==> src/rtl/pipe_controller_pkg.sv <==
// Shared encodings, decode/shadow payloads and helpers for the MIPS pipeline controller.
package pipe_controller_pkg;

    localparam int unsigned REG_W  = 5;
    localparam int unsigned OP_W   = 6;
    localparam int unsigned INST_W = 32;

    localparam logic [OP_W-1:0] OP_RTYPE = 6'h00;
    localparam logic [OP_W-1:0] OP_J     = 6'h02;
    localparam logic [OP_W-1:0] OP_JAL   = 6'h03;
    localparam logic [OP_W-1:0] OP_BEQ   = 6'h04;
    localparam logic [OP_W-1:0] OP_BNE   = 6'h05;
    localparam logic [OP_W-1:0] OP_ADDI  = 6'h08;
    localparam logic [OP_W-1:0] OP_ADDIU = 6'h09;
    localparam logic [OP_W-1:0] OP_SLTI  = 6'h0A;
    localparam logic [OP_W-1:0] OP_ANDI  = 6'h0C;
    localparam logic [OP_W-1:0] OP_ORI   = 6'h0D;
    localparam logic [OP_W-1:0] OP_XORI  = 6'h0E;
    localparam logic [OP_W-1:0] OP_LUI   = 6'h0F;
    localparam logic [OP_W-1:0] OP_LW    = 6'h23;
    localparam logic [OP_W-1:0] OP_SW    = 6'h2B;

    localparam logic [5:0] FN_SLL  = 6'h00;
    localparam logic [5:0] FN_SRL  = 6'h02;
    localparam logic [5:0] FN_JR   = 6'h08;
    localparam logic [5:0] FN_ADD  = 6'h20;
    localparam logic [5:0] FN_ADDU = 6'h21;
    localparam logic [5:0] FN_SUB  = 6'h22;
    localparam logic [5:0] FN_SUBU = 6'h23;
    localparam logic [5:0] FN_AND  = 6'h24;
    localparam logic [5:0] FN_OR   = 6'h25;
    localparam logic [5:0] FN_XOR  = 6'h26;
    localparam logic [5:0] FN_NOR  = 6'h27;
    localparam logic [5:0] FN_SLT  = 6'h2A;
    localparam logic [5:0] FN_SLTU = 6'h2B;

    localparam logic [2:0] PC_NEXT = 3'd0;
    localparam logic [2:0] PC_JUMP = 3'd1;
    localparam logic [2:0] PC_JR   = 3'd2;
    localparam logic [2:0] PC_BEQ  = 3'd3;
    localparam logic [2:0] PC_BNE  = 3'd4;

    localparam logic [1:0] EXE_A_RS   = 2'd0;
    localparam logic [1:0] EXE_A_LINK = 2'd1;
    localparam logic [1:0] EXE_A_SA   = 2'd2;
    localparam logic [1:0] EXE_B_RT   = 2'd0;
    localparam logic [1:0] EXE_B_IMM  = 2'd1;
    localparam logic [1:0] EXE_B_FOUR = 2'd2;

    localparam logic [3:0] ALU_ADD  = 4'd0;
    localparam logic [3:0] ALU_SUB  = 4'd1;
    localparam logic [3:0] ALU_AND  = 4'd2;
    localparam logic [3:0] ALU_OR   = 4'd3;
    localparam logic [3:0] ALU_XOR  = 4'd4;
    localparam logic [3:0] ALU_NOR  = 4'd5;
    localparam logic [3:0] ALU_SLT  = 4'd6;
    localparam logic [3:0] ALU_SLTU = 4'd7;
    localparam logic [3:0] ALU_SLL  = 4'd8;
    localparam logic [3:0] ALU_SRL  = 4'd9;
    localparam logic [3:0] ALU_LUI  = 4'd10;

    localparam logic [1:0] WB_ADDR_RD   = 2'd0;
    localparam logic [1:0] WB_ADDR_RT   = 2'd1;
    localparam logic [1:0] WB_ADDR_LINK = 2'd2;
    localparam logic       WB_DATA_ALU  = 1'b0;
    localparam logic       WB_DATA_MEM  = 1'b1;

    localparam logic [1:0] FWD_NONE = 2'd0;
    localparam logic [1:0] FWD_EXE  = 2'd1;
    localparam logic [1:0] FWD_MEM  = 2'd2;

    localparam logic [REG_W-1:0] REG_LINK = 5'd31;

    typedef enum logic [1:0] {
        DBG_RUN  = 2'd0,
        DBG_HALT = 2'd1,
        DBG_STEP = 2'd2
    } dbg_state_e;

    typedef struct packed {
        logic [2:0] pc_src;
        logic       imm_ext;
        logic [1:0] exe_a_src;
        logic [1:0] exe_b_src;
        logic [3:0] exe_alu_oper;
        logic       mem_ren;
        logic       mem_wen;
        logic [1:0] wb_addr_src;
        logic       wb_data_src;
        logic       wb_wen;
        logic       uses_rs;
        logic       uses_rt;
        logic       unrecognized;
    } ctrl_t;

    // wen is only set for a real (non-r0) destination
    typedef struct packed {
        logic             wen;
        logic [REG_W-1:0] addr;
        logic             load;
    } shadow_t;

    function automatic logic reg_hit(input shadow_t s, input logic used,
                                     input logic [REG_W-1:0] src);
        return used && s.wen && (s.addr == src);
    endfunction

endpackage

==> src/rtl/pipe_controller_debug_stepper.sv <==
// Debug run/halt/step sequencer plus datapath reset stretch and clock-enable generation.
module pipe_controller_debug_stepper
    import pipe_controller_pkg::*;
#(
    parameter int unsigned STEP_W = 8
) (
    input  logic              clk,
    input  logic              rst_n,
    input  logic              debug_en,
    input  logic              debug_step,
    input  logic [STEP_W-1:0] debug_step_cnt,
    output logic              cpu_en,
    output logic              cpu_rst
);

    dbg_state_e        state_q, state_d;
    logic [STEP_W-1:0] cnt_q, cnt_d;
    logic              step_q;
    logic              rst_seen_q;
    logic              step_edge;

    assign step_edge = debug_step & ~step_q;

    always_ff @(posedge clk or negedge rst_n) begin
        if (!rst_n) begin
            state_q    <= DBG_RUN;
            cnt_q      <= '0;
            step_q     <= 1'b0;
            rst_seen_q <= 1'b0;
            cpu_rst    <= 1'b1;
            cpu_en     <= 1'b0;
        end else begin
            state_q    <= state_d;
            cnt_q      <= cnt_d;
            step_q     <= debug_step;
            rst_seen_q <= 1'b1;
            cpu_rst    <= ~rst_seen_q;
            cpu_en     <= (state_d != DBG_HALT);
        end
    end

    // Next state; dropping debug_en overrides everything and clears the count
    always_comb begin
        state_d = state_q;
        cnt_d   = cnt_q;
        case (state_q)
            DBG_RUN: begin
                if (debug_en) state_d = DBG_HALT;
            end
            DBG_HALT: begin
                if (step_edge) begin
                    state_d = DBG_STEP;
                    cnt_d   = (debug_step_cnt == '0) ? STEP_W'(1) : debug_step_cnt;
                end
            end
            DBG_STEP: begin
                cnt_d = cnt_q - STEP_W'(1);
                if (cnt_q == STEP_W'(1)) state_d = DBG_HALT;
            end
            default: state_d = DBG_RUN;
        endcase
        if (!debug_en) begin
            state_d = DBG_RUN;
            cnt_d   = '0;
        end
    end

endmodule

==> src/rtl/pipe_controller.sv <==
// MIPS 5-stage pipeline control: ID decode, EXE/MEM destination tracking,
// forwarding/stall/flush generation and debug stepping.
module pipe_controller
    import pipe_controller_pkg::*;
#(
    parameter int unsigned FWD_EN = 1,
    parameter int unsigned STEP_W = 8
) (
    input  logic              clk,
    input  logic              rst,
    input  logic              debug_en,
    input  logic              debug_step,
    input  logic [STEP_W-1:0] debug_step_cnt,
    input  logic [31:0]       inst,
    input  logic              exe_branch_taken,
    output logic [2:0]        pc_src,
    output logic              imm_ext,
    output logic [1:0]        exe_a_src,
    output logic [1:0]        exe_b_src,
    output logic [3:0]        exe_alu_oper,
    output logic              mem_ren,
    output logic              mem_wen,
    output logic [1:0]        wb_addr_src,
    output logic              wb_data_src,
    output logic              wb_wen,
    output logic [1:0]        fwd_a_sel,
    output logic [1:0]        fwd_b_sel,
    output logic              stall_if_id,
    output logic              flush_if_id,
    output logic              flush_id_ex,
    output logic              unrecognized,
    output logic              cpu_rst,
    output logic              cpu_en
);

    logic [OP_W-1:0]  opcode;
    logic [5:0]       funct;
    logic [REG_W-1:0] rs, rt, rd, dest;
    logic             unused_bits;

    assign opcode      = inst[31:26];
    assign rs          = inst[25:21];
    assign rt          = inst[20:16];
    assign rd          = inst[15:11];
    assign funct       = inst[5:0];
    assign unused_bits = ^inst[10:6];

    ctrl_t   ctrl;
    logic    illegal;
    shadow_t id_sh, exe_q, mem_q;
    logic    hit_exe_a, hit_exe_b, hit_mem_a, hit_mem_b;
    logic    stall_raw;

    // Instruction decode; an illegal encoding leaves every enable low
    always_comb begin
        ctrl         = '0;
        ctrl.imm_ext = 1'b1;
        illegal      = 1'b0;
        case (opcode)
            OP_RTYPE: begin
                ctrl.uses_rs     = 1'b1;
                ctrl.uses_rt     = 1'b1;
                ctrl.wb_wen      = 1'b1;
                ctrl.wb_addr_src = WB_ADDR_RD;
                case (funct)
                    FN_ADD, FN_ADDU: ctrl.exe_alu_oper = ALU_ADD;
                    FN_SUB, FN_SUBU: ctrl.exe_alu_oper = ALU_SUB;
                    FN_AND:  ctrl.exe_alu_oper = ALU_AND;
                    FN_OR:   ctrl.exe_alu_oper = ALU_OR;
                    FN_XOR:  ctrl.exe_alu_oper = ALU_XOR;
                    FN_NOR:  ctrl.exe_alu_oper = ALU_NOR;
                    FN_SLT:  ctrl.exe_alu_oper = ALU_SLT;
                    FN_SLTU: ctrl.exe_alu_oper = ALU_SLTU;
                    FN_SLL, FN_SRL: begin
                        ctrl.exe_alu_oper = (funct == FN_SLL) ? ALU_SLL : ALU_SRL;
                        ctrl.exe_a_src    = EXE_A_SA;
                        ctrl.uses_rs      = 1'b0;
                    end
                    FN_JR: begin
                        ctrl.pc_src  = PC_JR;
                        ctrl.wb_wen  = 1'b0;
                        ctrl.uses_rt = 1'b0;
                    end
                    default: illegal = 1'b1;
                endcase
            end
            OP_J: ctrl.pc_src = PC_JUMP;
            OP_JAL: begin
                ctrl.pc_src      = PC_JUMP;
                ctrl.exe_a_src   = EXE_A_LINK;
                ctrl.exe_b_src   = EXE_B_FOUR;
                ctrl.wb_addr_src = WB_ADDR_LINK;
                ctrl.wb_wen      = 1'b1;
            end
            OP_BEQ, OP_BNE: begin
                ctrl.pc_src       = (opcode == OP_BEQ) ? PC_BEQ : PC_BNE;
                ctrl.exe_alu_oper = ALU_SUB;
                ctrl.uses_rs      = 1'b1;
                ctrl.uses_rt      = 1'b1;
            end
            OP_ADDI, OP_ADDIU, OP_SLTI, OP_ANDI, OP_ORI, OP_XORI, OP_LUI, OP_LW: begin
                ctrl.exe_b_src   = EXE_B_IMM;
                ctrl.wb_addr_src = WB_ADDR_RT;
                ctrl.wb_wen      = 1'b1;
                ctrl.uses_rs     = (opcode != OP_LUI);
                case (opcode)
                    OP_SLTI: ctrl.exe_alu_oper = ALU_SLT;
                    OP_ANDI: ctrl.exe_alu_oper = ALU_AND;
                    OP_ORI:  ctrl.exe_alu_oper = ALU_OR;
                    OP_XORI: ctrl.exe_alu_oper = ALU_XOR;
                    OP_LUI:  ctrl.exe_alu_oper = ALU_LUI;
                    default: ctrl.exe_alu_oper = ALU_ADD;
                endcase
                if (opcode == OP_ANDI || opcode == OP_ORI || opcode == OP_XORI)
                    ctrl.imm_ext = 1'b0;
                if (opcode == OP_LW) begin
                    ctrl.mem_ren     = 1'b1;
                    ctrl.wb_data_src = WB_DATA_MEM;
                end
            end
            OP_SW: begin
                ctrl.exe_b_src = EXE_B_IMM;
                ctrl.mem_wen   = 1'b1;
                ctrl.uses_rs   = 1'b1;
                ctrl.uses_rt   = 1'b1;
            end
            default: illegal = 1'b1;
        endcase
        if (illegal) begin
            ctrl              = '0;
            ctrl.unrecognized = 1'b1;
        end
    end

    always_comb begin
        case (ctrl.wb_addr_src)
            WB_ADDR_RT:   dest = rt;
            WB_ADDR_LINK: dest = REG_LINK;
            default:      dest = rd;
        endcase
        id_sh.wen  = ctrl.wb_wen && (dest != '0);
        id_sh.addr = dest;
        id_sh.load = ctrl.mem_ren;
    end

    assign hit_exe_a = reg_hit(exe_q, ctrl.uses_rs, rs);
    assign hit_exe_b = reg_hit(exe_q, ctrl.uses_rt, rt);
    assign hit_mem_a = reg_hit(mem_q, ctrl.uses_rs, rs);
    assign hit_mem_b = reg_hit(mem_q, ctrl.uses_rt, rt);

    // Data hazards; the youngest producer (EXE) takes forwarding priority
    always_comb begin
        fwd_a_sel = FWD_NONE;
        fwd_b_sel = FWD_NONE;
        if (FWD_EN != 0) begin
            stall_raw = exe_q.load && (hit_exe_a || hit_exe_b);
            if (hit_exe_a)      fwd_a_sel = FWD_EXE;
            else if (hit_mem_a) fwd_a_sel = FWD_MEM;
            if (hit_exe_b)      fwd_b_sel = FWD_EXE;
            else if (hit_mem_b) fwd_b_sel = FWD_MEM;
        end else begin
            stall_raw = hit_exe_a || hit_exe_b || hit_mem_a || hit_mem_b;
        end
    end

    // A taken branch in EXE is older than anything in ID, so it cancels the stall
    assign stall_if_id = stall_raw && !exe_branch_taken;
    assign flush_id_ex = exe_branch_taken;
    assign flush_if_id = exe_branch_taken || (ctrl.pc_src == PC_JUMP) || (ctrl.pc_src == PC_JR);

    always_ff @(posedge clk or negedge rst) begin
        if (!rst) begin
            exe_q <= '0;
            mem_q <= '0;
        end else if (cpu_en) begin
            exe_q <= (stall_if_id || flush_id_ex) ? shadow_t'('0) : id_sh;
            mem_q <= exe_q;
        end
    end

    assign pc_src       = ctrl.pc_src;
    assign imm_ext      = ctrl.imm_ext;
    assign exe_a_src    = ctrl.exe_a_src;
    assign exe_b_src    = ctrl.exe_b_src;
    assign exe_alu_oper = ctrl.exe_alu_oper;
    assign mem_ren      = ctrl.mem_ren;
    assign mem_wen      = ctrl.mem_wen;
    assign wb_addr_src  = ctrl.wb_addr_src;
    assign wb_data_src  = ctrl.wb_data_src;
    assign wb_wen       = ctrl.wb_wen;
    assign unrecognized = ctrl.unrecognized;

    pipe_controller_debug_stepper #(
        .STEP_W (STEP_W)
    ) u_debug_stepper (
        .clk            (clk),
        .rst_n          (rst),
        .debug_en       (debug_en),
        .debug_step     (debug_step),
        .debug_step_cnt (debug_step_cnt),
        .cpu_en         (cpu_en),
        .cpu_rst        (cpu_rst)
    );

endmodule

==> config.mk <==
export PLATFORM = sky130hd
export DESIGN_NAME = pipe_controller
export DESIGN_NICKNAME = d
export VERILOG_FILES = /design/src/rtl/pipe_controller_pkg.sv /design/src/rtl/pipe_controller_debug_stepper.sv /design/src/rtl/pipe_controller.sv
export SDC_FILE = /design/constraint.sdc
export NUM_CORES = 1
export LEC_CHECK = 0
export ABC_AREA = 1
export CORE_MARGIN = 2
export CORE_UTILIZATION = 35
export DETAILED_ROUTE_END_ITERATION = 8
export HOLD_SLACK_MARGIN = 0.06
export SYNTH_ARGS = -nofsm -noshare
export SYNTH_HDL_FRONTEND = slang
export SYNTH_HIERARCHICAL = 1
export SYNTH_SLANG_ARGS = --single-unit
export TNS_END_PERCENT = 30
==> constraint.sdc <==
create_clock -name clk -period 1.49 [get_ports clk]
set_input_delay 0.298 -clock clk [delete_from_list [all_inputs] [get_ports clk]]
set_output_delay 0.298 -clock clk [all_outputs]
set_load 0.02 [all_outputs]
== Word-level counts from Yosys, hierarchy flattened ==
Index checks and enable logic that the tools add are counted.
Widths: inputs -> output; s select.
Word-level totals
  register bits after elaboration: 27
  bits of input ports: 45
  output and inout port bits: 28
  word-level logic and storage cells: 127
Operators by class
  add/sub/neg operators: 1
  equal/unequal tests: 40
  mux-type cells: 38
  bitwise operators: 3
  reduce and logical (&&, ||, !) cells: 34
Operators with widths (number)
  $eq 6x6->1 const B: 12
  $eq 6x4->1 const B: 8
  $pmux 4 s8: 1
  $reduce_or 13->1: 2
  $mux 8: 3
  $mux 21: 1
  $eq 5x5->1: 4
  $pmux 4 s5: 1
  $eq 6x2->1 const B: 3
  $mux 2: 9
  $reduce_or 9->1: 2
  $pmux 8 s2: 1
  $eq 6x3->1 const B: 2
  $logic_not 6->1: 2
  $pmux 2 s2: 3
  $pmux 4 s3: 1
  $logic_and 1x1->1: 11
  $pmux 5 s2: 1
  $mux 1: 9
  $pmux 3 s3: 1
  $eq 8x1->1 const B: 1
  $logic_not 8->1: 1
  $reduce_or 2->1: 4
  $reduce_or 8->1: 1
  other kinds (22): 32

== Depth between registers and ports, before layout ==
  word-level depth: 13
  depth in mapped cells: 15
  gate-level depth less buffers: 15

== Modules after synthesis ==
Netlist, hierarchy kept.
Modules (own cells, without submodules)
  pipe_controller: instances 1, cells each 269, area an instance 1644.1 sq um, sequential area each 325.3 sq um
  pipe_controller_debug_stepper: instances 1, cells each 118, area an instance 863.3 sq um, sequential area each 351.6 sq um

== Least setup slack after synthesis ==
OpenSTA, ideal clock, no wires.
  path kind: input to register
  start point: input inst[31]
  end point: register exe_q[6] (netlist bit)
  setup time: 0.117 ns
  data arrival time: 1.936 ns
  required time: 1.373 ns
  path slack: -0.564 ns
  stages: 15
  buffers on the path: 1
  cells stage by stage: nor2_4 -> buf_6 -> nand3_2 -> nand3_2 -> inv_2 -> nand2_4 -> ha_1 -> nor2_1 -> o21ai_0 -> o21ai_0 -> nand4_1 -> a21oi_1 -> nor2_1 -> nand3_1 -> nand2_1
On the way
  elaborated cells between the ends (all ways): 39
  those cells by class: eq/ne (16); mux (8); reduce/logical (15)
RTL lines
  start, declared: RTL line pipe_controller.sv:14  | input logic [31:0] inst,
  $eq 6x3->1 (tied with other cells): RTL line pipe_controller.sv:59  | case (opcode)
  $reduce_or 13->1 (no source line) / $reduce_or 8->1 (equally long branches)
  $pmux 1 s2 / $pmux 2 s2 (equally long branches): RTL line pipe_controller.sv:59
  $mux 21 (*): RTL line pipe_controller.sv:129  | if (illegal) begin
  via wb_addr_src[0]: RTL line pipe_controller.sv:23  | output logic [1:0] wb_addr_src,
  $eq 2x2->1 / $eq 2x1->1 (equally long branches): RTL line pipe_controller.sv:136  | case (ctrl.wb_addr_src)
  $pmux 5 s2 (*): RTL line pipe_controller.sv:136
  $reduce_bool 5->1 (*): RTL line pipe_controller.sv:141  | id_sh.wen = ctrl.wb_wen && (dest != '0);
  $logic_and 1x1->1 (*): RTL line pipe_controller.sv:141
  $mux 7 (*): RTL line pipe_controller.sv:176  | exe_q <= (stall_if_id || flush_id_ex) ? shadow_t'('0) : id_sh;
  end signal, assigned: RTL line pipe_controller.sv:176
  end, declared: RTL line pipe_controller.sv:50  | shadow_t id_sh, exe_q, mem_q;
The timed path passes the listed nets; every way through them passes the cells marked *.
A chain may end at the register's enable or synchronous reset.

== Worst setup path after layout ==
  start point: register exe_q[3] (netlist bit)
  end point: output stall_if_id
On the way
  cells in the longest elaborated chain, start to end: 5
  elaborated cells between the ends (all ways): 7
  those cells by class: eq/ne (2); reduce/logical (5)
RTL lines
  $eq 5x5->1: RTL line pipe_controller_pkg.sv:105  | return used && s.wen && (s.addr == src);
  $logic_and 1x1->1: RTL line pipe_controller_pkg.sv:105
  $logic_or 1x1->1 (*)
  $logic_and 1x1->1 (*): RTL line pipe_controller.sv:156  | stall_raw = exe_q.load && (hit_exe_a || hit_exe_b);
  $logic_and 1x1->1 (*): RTL line pipe_controller.sv:167  | assign stall_if_id = stall_raw && !exe_branch_taken;
  end, declared: RTL line pipe_controller.sv:28  | output logic stall_if_id,
Mark *: on every way between the ends. The rest lies on a longest branch, timed or not.

==> impl_metrics.env <==
export IMPL_cp_arrival_ns=1.73
export IMPL_worstSkewPairLatency_ns=0.28
export IMPL_grt_pass1_vias=2928
export IMPL_cp_required_ns=1.19
export IMPL_slowest_delay_ns=0.40
export IMPL_fin_nets=590
export IMPL_final_common_cell="nand2_1"
export IMPL_ys_ff_latch=27
export IMPL_min_from="u_debug_stepper/rst_seen_q$_DFF_PN0_"
export IMPL_cts_buffers=3
export IMPL_worst_path_buf_inv=2
export IMPL_worst_ir_drop_vdd_mv=0.386
export IMPL_r2r_start="exe_q[3]$_DFFE_PN0P_"
export IMPL_fp_dieH_um=88.6
export IMPL_io_pins=73
export IMPL_coreArea_mm2=0.00687
export IMPL_syn_inst=387
export IMPL_antenna_cells=0
export IMPL_fp_dieW_um=88.6
export IMPL_clockBufferDepth=2
export IMPL_setup_slack_ns=-0.535
export IMPL_vias=2986
export IMPL_finalCriticalPeriod_ns=2.03
export IMPL_ys_top_cells_by_area="dfrtp_1, nand2_1, nand3_1, inv_1, nor2_1"
export IMPL_placement_io_buffers=67
export IMPL_synth_top_area_cell="dfrtp_1"
export IMPL_rows=30
export IMPL_start_kind="flop"
export IMPL_violations="setup timing"
export IMPL_first_pass_iters=4
export IMPL_hpwlAfterDp_mm=6.08
export IMPL_place_area_mm2=0.00387
export IMPL_dp_cells=612
export IMPL_drc_errors=0
export IMPL_cpMostUsedCell="nor2_4"
export IMPL_grt_pass1_wl_mm=13.4
export IMPL_status="finished, violations left"
export IMPL_ys_warn_count=6
export IMPL_critPathCaptureType="output port"
export IMPL_cts_tree="done"
export IMPL_syn_area_per_cell_um2=6.48
export IMPL_fmax_ghz=0.494
export IMPL_finalSetupViolCount=28
export IMPL_root_buffer="clkbuf_8"
export IMPL_dieArea_mm2=0.00786
export IMPL_syn2layout_area_growth_pct=75.0
export IMPL_setup_worst_path_start="exe_q[3]$_DFFE_PN0P_"
export IMPL_wl_mm=8.01
export IMPL_crit_fanout=4
export IMPL_clock_skew_ns=0.00785
export IMPL_via_per_inst=4.69
export IMPL_dp_slack_ns=-1.35
export IMPL_ys_types=36
export IMPL_htreeDepth=1
export IMPL_rsz0062_at_grt="yes"
export IMPL_path_clk_slew_ns=0.10
export IMPL_crit_family="simple AND/OR/NAND/NOR gates"
export IMPL_postLayoutCellArea_mm2=0.00439
export IMPL_hold_path_class="flop to flop"
export IMPL_drt_iter0_drc=108
export IMPL_seq_area_frac_synth=0.270
export IMPL_period_share=1.36
export IMPL_synth_area_mm2=0.00251
export IMPL_antenna_found_initial=0
export IMPL_grt_max_degree=28
export IMPL_post_route_util=0.639
export IMPL_grt_remaining_overflow=0
export IMPL_syn_nets=436
export IMPL_cp_cell_sequence="inv_2 -> o21ai_1 -> nor3_1 -> nand2_1 -> nor2_4 -> nand3_4 -> nand2_2 -> nand2_4 -> nor2_4 -> buf_6"
export IMPL_power_density_mw_per_mm2=529
export IMPL_fin_cells=636
export IMPL_synth_edf_count=0
export IMPL_critPathKind="flop to output port"
export IMPL_final_hold_viol_count=0
export IMPL_drive_above_1_share=0.457
export IMPL_place_gp_congestion=0.846
export IMPL_synth_flop_cell="dfrtp_1"
export IMPL_ant_nets=0
export IMPL_cts_sinks=27
export IMPL_start_util=0.365
export IMPL_synth_top_area_share=0.259
export IMPL_setup_tns_ns=-7.67
export IMPL_holdBufCountCts=0
export IMPL_power_leakage_nw=2.19
export IMPL_slowest_stage="dfrtp_1"
export IMPL_synth_async_sr_flop_share=1.00
export IMPL_finalMaxSlewViolations=0
export IMPL_wl_per_cell_um=12.6
export IMPL_grt_use_total=0.215
export IMPL_fillers=618
export IMPL_mostFrequentLayoutCells="nand2_1, buf_4, inv_1, nand3_1, nor2_1"
export IMPL_cap_violations=0
## repair_timing
action,4_1_cts,5_1_grt
gates cloned,1,0
endpoints found under the setup margin,35,31
buffers inserted,12,9
pin swaps,40,24
gates resized for setup,275,40
## final cells by class
cell class / count / area [um^2] / share of cell area
repair buffers: 156 / 1420 / 0.323
clock buffers: 3 / 41.3 / 0.00941
clock inverters: 1 / 5.00 / 0.00114
flip-flops and latches: 27 / 678 / 0.155
multi-input cells: 290 / 1870 / 0.427
inverters: 63 / 253 / 0.0576
well taps: 96 / 120 / 0.0274
## worst paths after layout
check,end,slack (ns),cells after the start
setup / recovery,stall_if_id,-0.54,10
hold / removal,u_debug_stepper/cpu_rst$_DFF_PN1_,0.35,1
setup reg to reg,exe_q[4]$_DFFE_PN0P_,-0.16,11
hold reg to reg,u_debug_stepper/cpu_rst$_DFF_PN1_,0.35,1
max in group asynchronous,u_debug_stepper/cpu_rst$_DFF_PN1_,0.88,2
min in group asynchronous,mem_q[2]$_DFFE_PN0P_,0.38,2
## report_power, final
part           internal, mW  total [mW]  switching, mW  leakage, nW
Sequential            0.798       0.866         0.0684        0.349
Clock                 0.188       0.427          0.239       0.0255
Combinational         0.502        1.03          0.527         1.82
Total                  1.49        2.32          0.835         2.19
## state kept, by name, indices dropped and copies added, names as in the netlist
| register | count |
|---|---|
| mem_q | 6 |
| u_debug_stepper/rst_seen_q | 1 |
| u_debug_stepper/step_q | 1 |
| u_debug_stepper/state_q | 2 |
| u_debug_stepper/cpu_en | 1 |
| u_debug_stepper/cnt_q | 8 |
| exe_q | 7 |
| u_debug_stepper/cpu_rst | 1 |
## synthesized netlist by cell type, types with 3 or more instances
| cell type | instances |
|---|---|
| xnor2_1 | 6 |
| nand2_2 | 7 |
| o21ai_0 | 25 |
| nand2_1 | 99 |
| nand3_1 | 41 |
| nor3_1 | 4 |
| nor2_1 | 44 |
| dfrtp_1 | 26 |
| inv_2 | 12 |
| inv_1 | 49 |
| nor4_1 | 4 |
| nand2_4 | 5 |
| a21oi_1 | 8 |
| nor2_4 | 4 |
| nand4_1 | 3 |
| nand3_2 | 11 |
| buf_4 | 5 |
| ha_1 | 4 |
| nor2_2 | 8 |
## kinds of logic (layout without fill, tap and decap cells)
| family | count (synthesis) | after routing | synth area share |
|---|---|---|---|
| compound gates | 42 | 42 | 0.0943 |
| xor+xnor | 6 | 6 | 0.0210 |
| fa+ha+maj | 4 | 4 | 0.0200 |
| buf+inv | 71 | 223 | 0.120 |
| flops | 27 | 27 | 0.270 |
| other cells | 1 | 1 | 0.00150 |
| simple gates | 236 | 237 | 0.474 |
## per-stage QoR
| stage | hold WS, ns | total power [mW] |
|---|---|---|
| 2_1_floorplan | 0.00241 | 1.31 |
| 3_3_place_gp | 0.338 | 1.75 |
| 3_5_place_dp | 0.348 | 1.77 |
| 4_1_cts | 0.355 | 2.28 |
| 5_1_grt | 0.371 | 2.48 |
| 6_report | 0.349 | 2.32 |
## layer usage
metal  share of wire  vias to the layer above  global-route usage
li1                -                     1546                   -
met1            0.45                     1381               0.273
met2            0.51                       51               0.394
met3           0.038                        8              0.0299
met4          0.0087                        0              0.0289
met5               0                        -                   0
(Power assumes the default switching activity.)
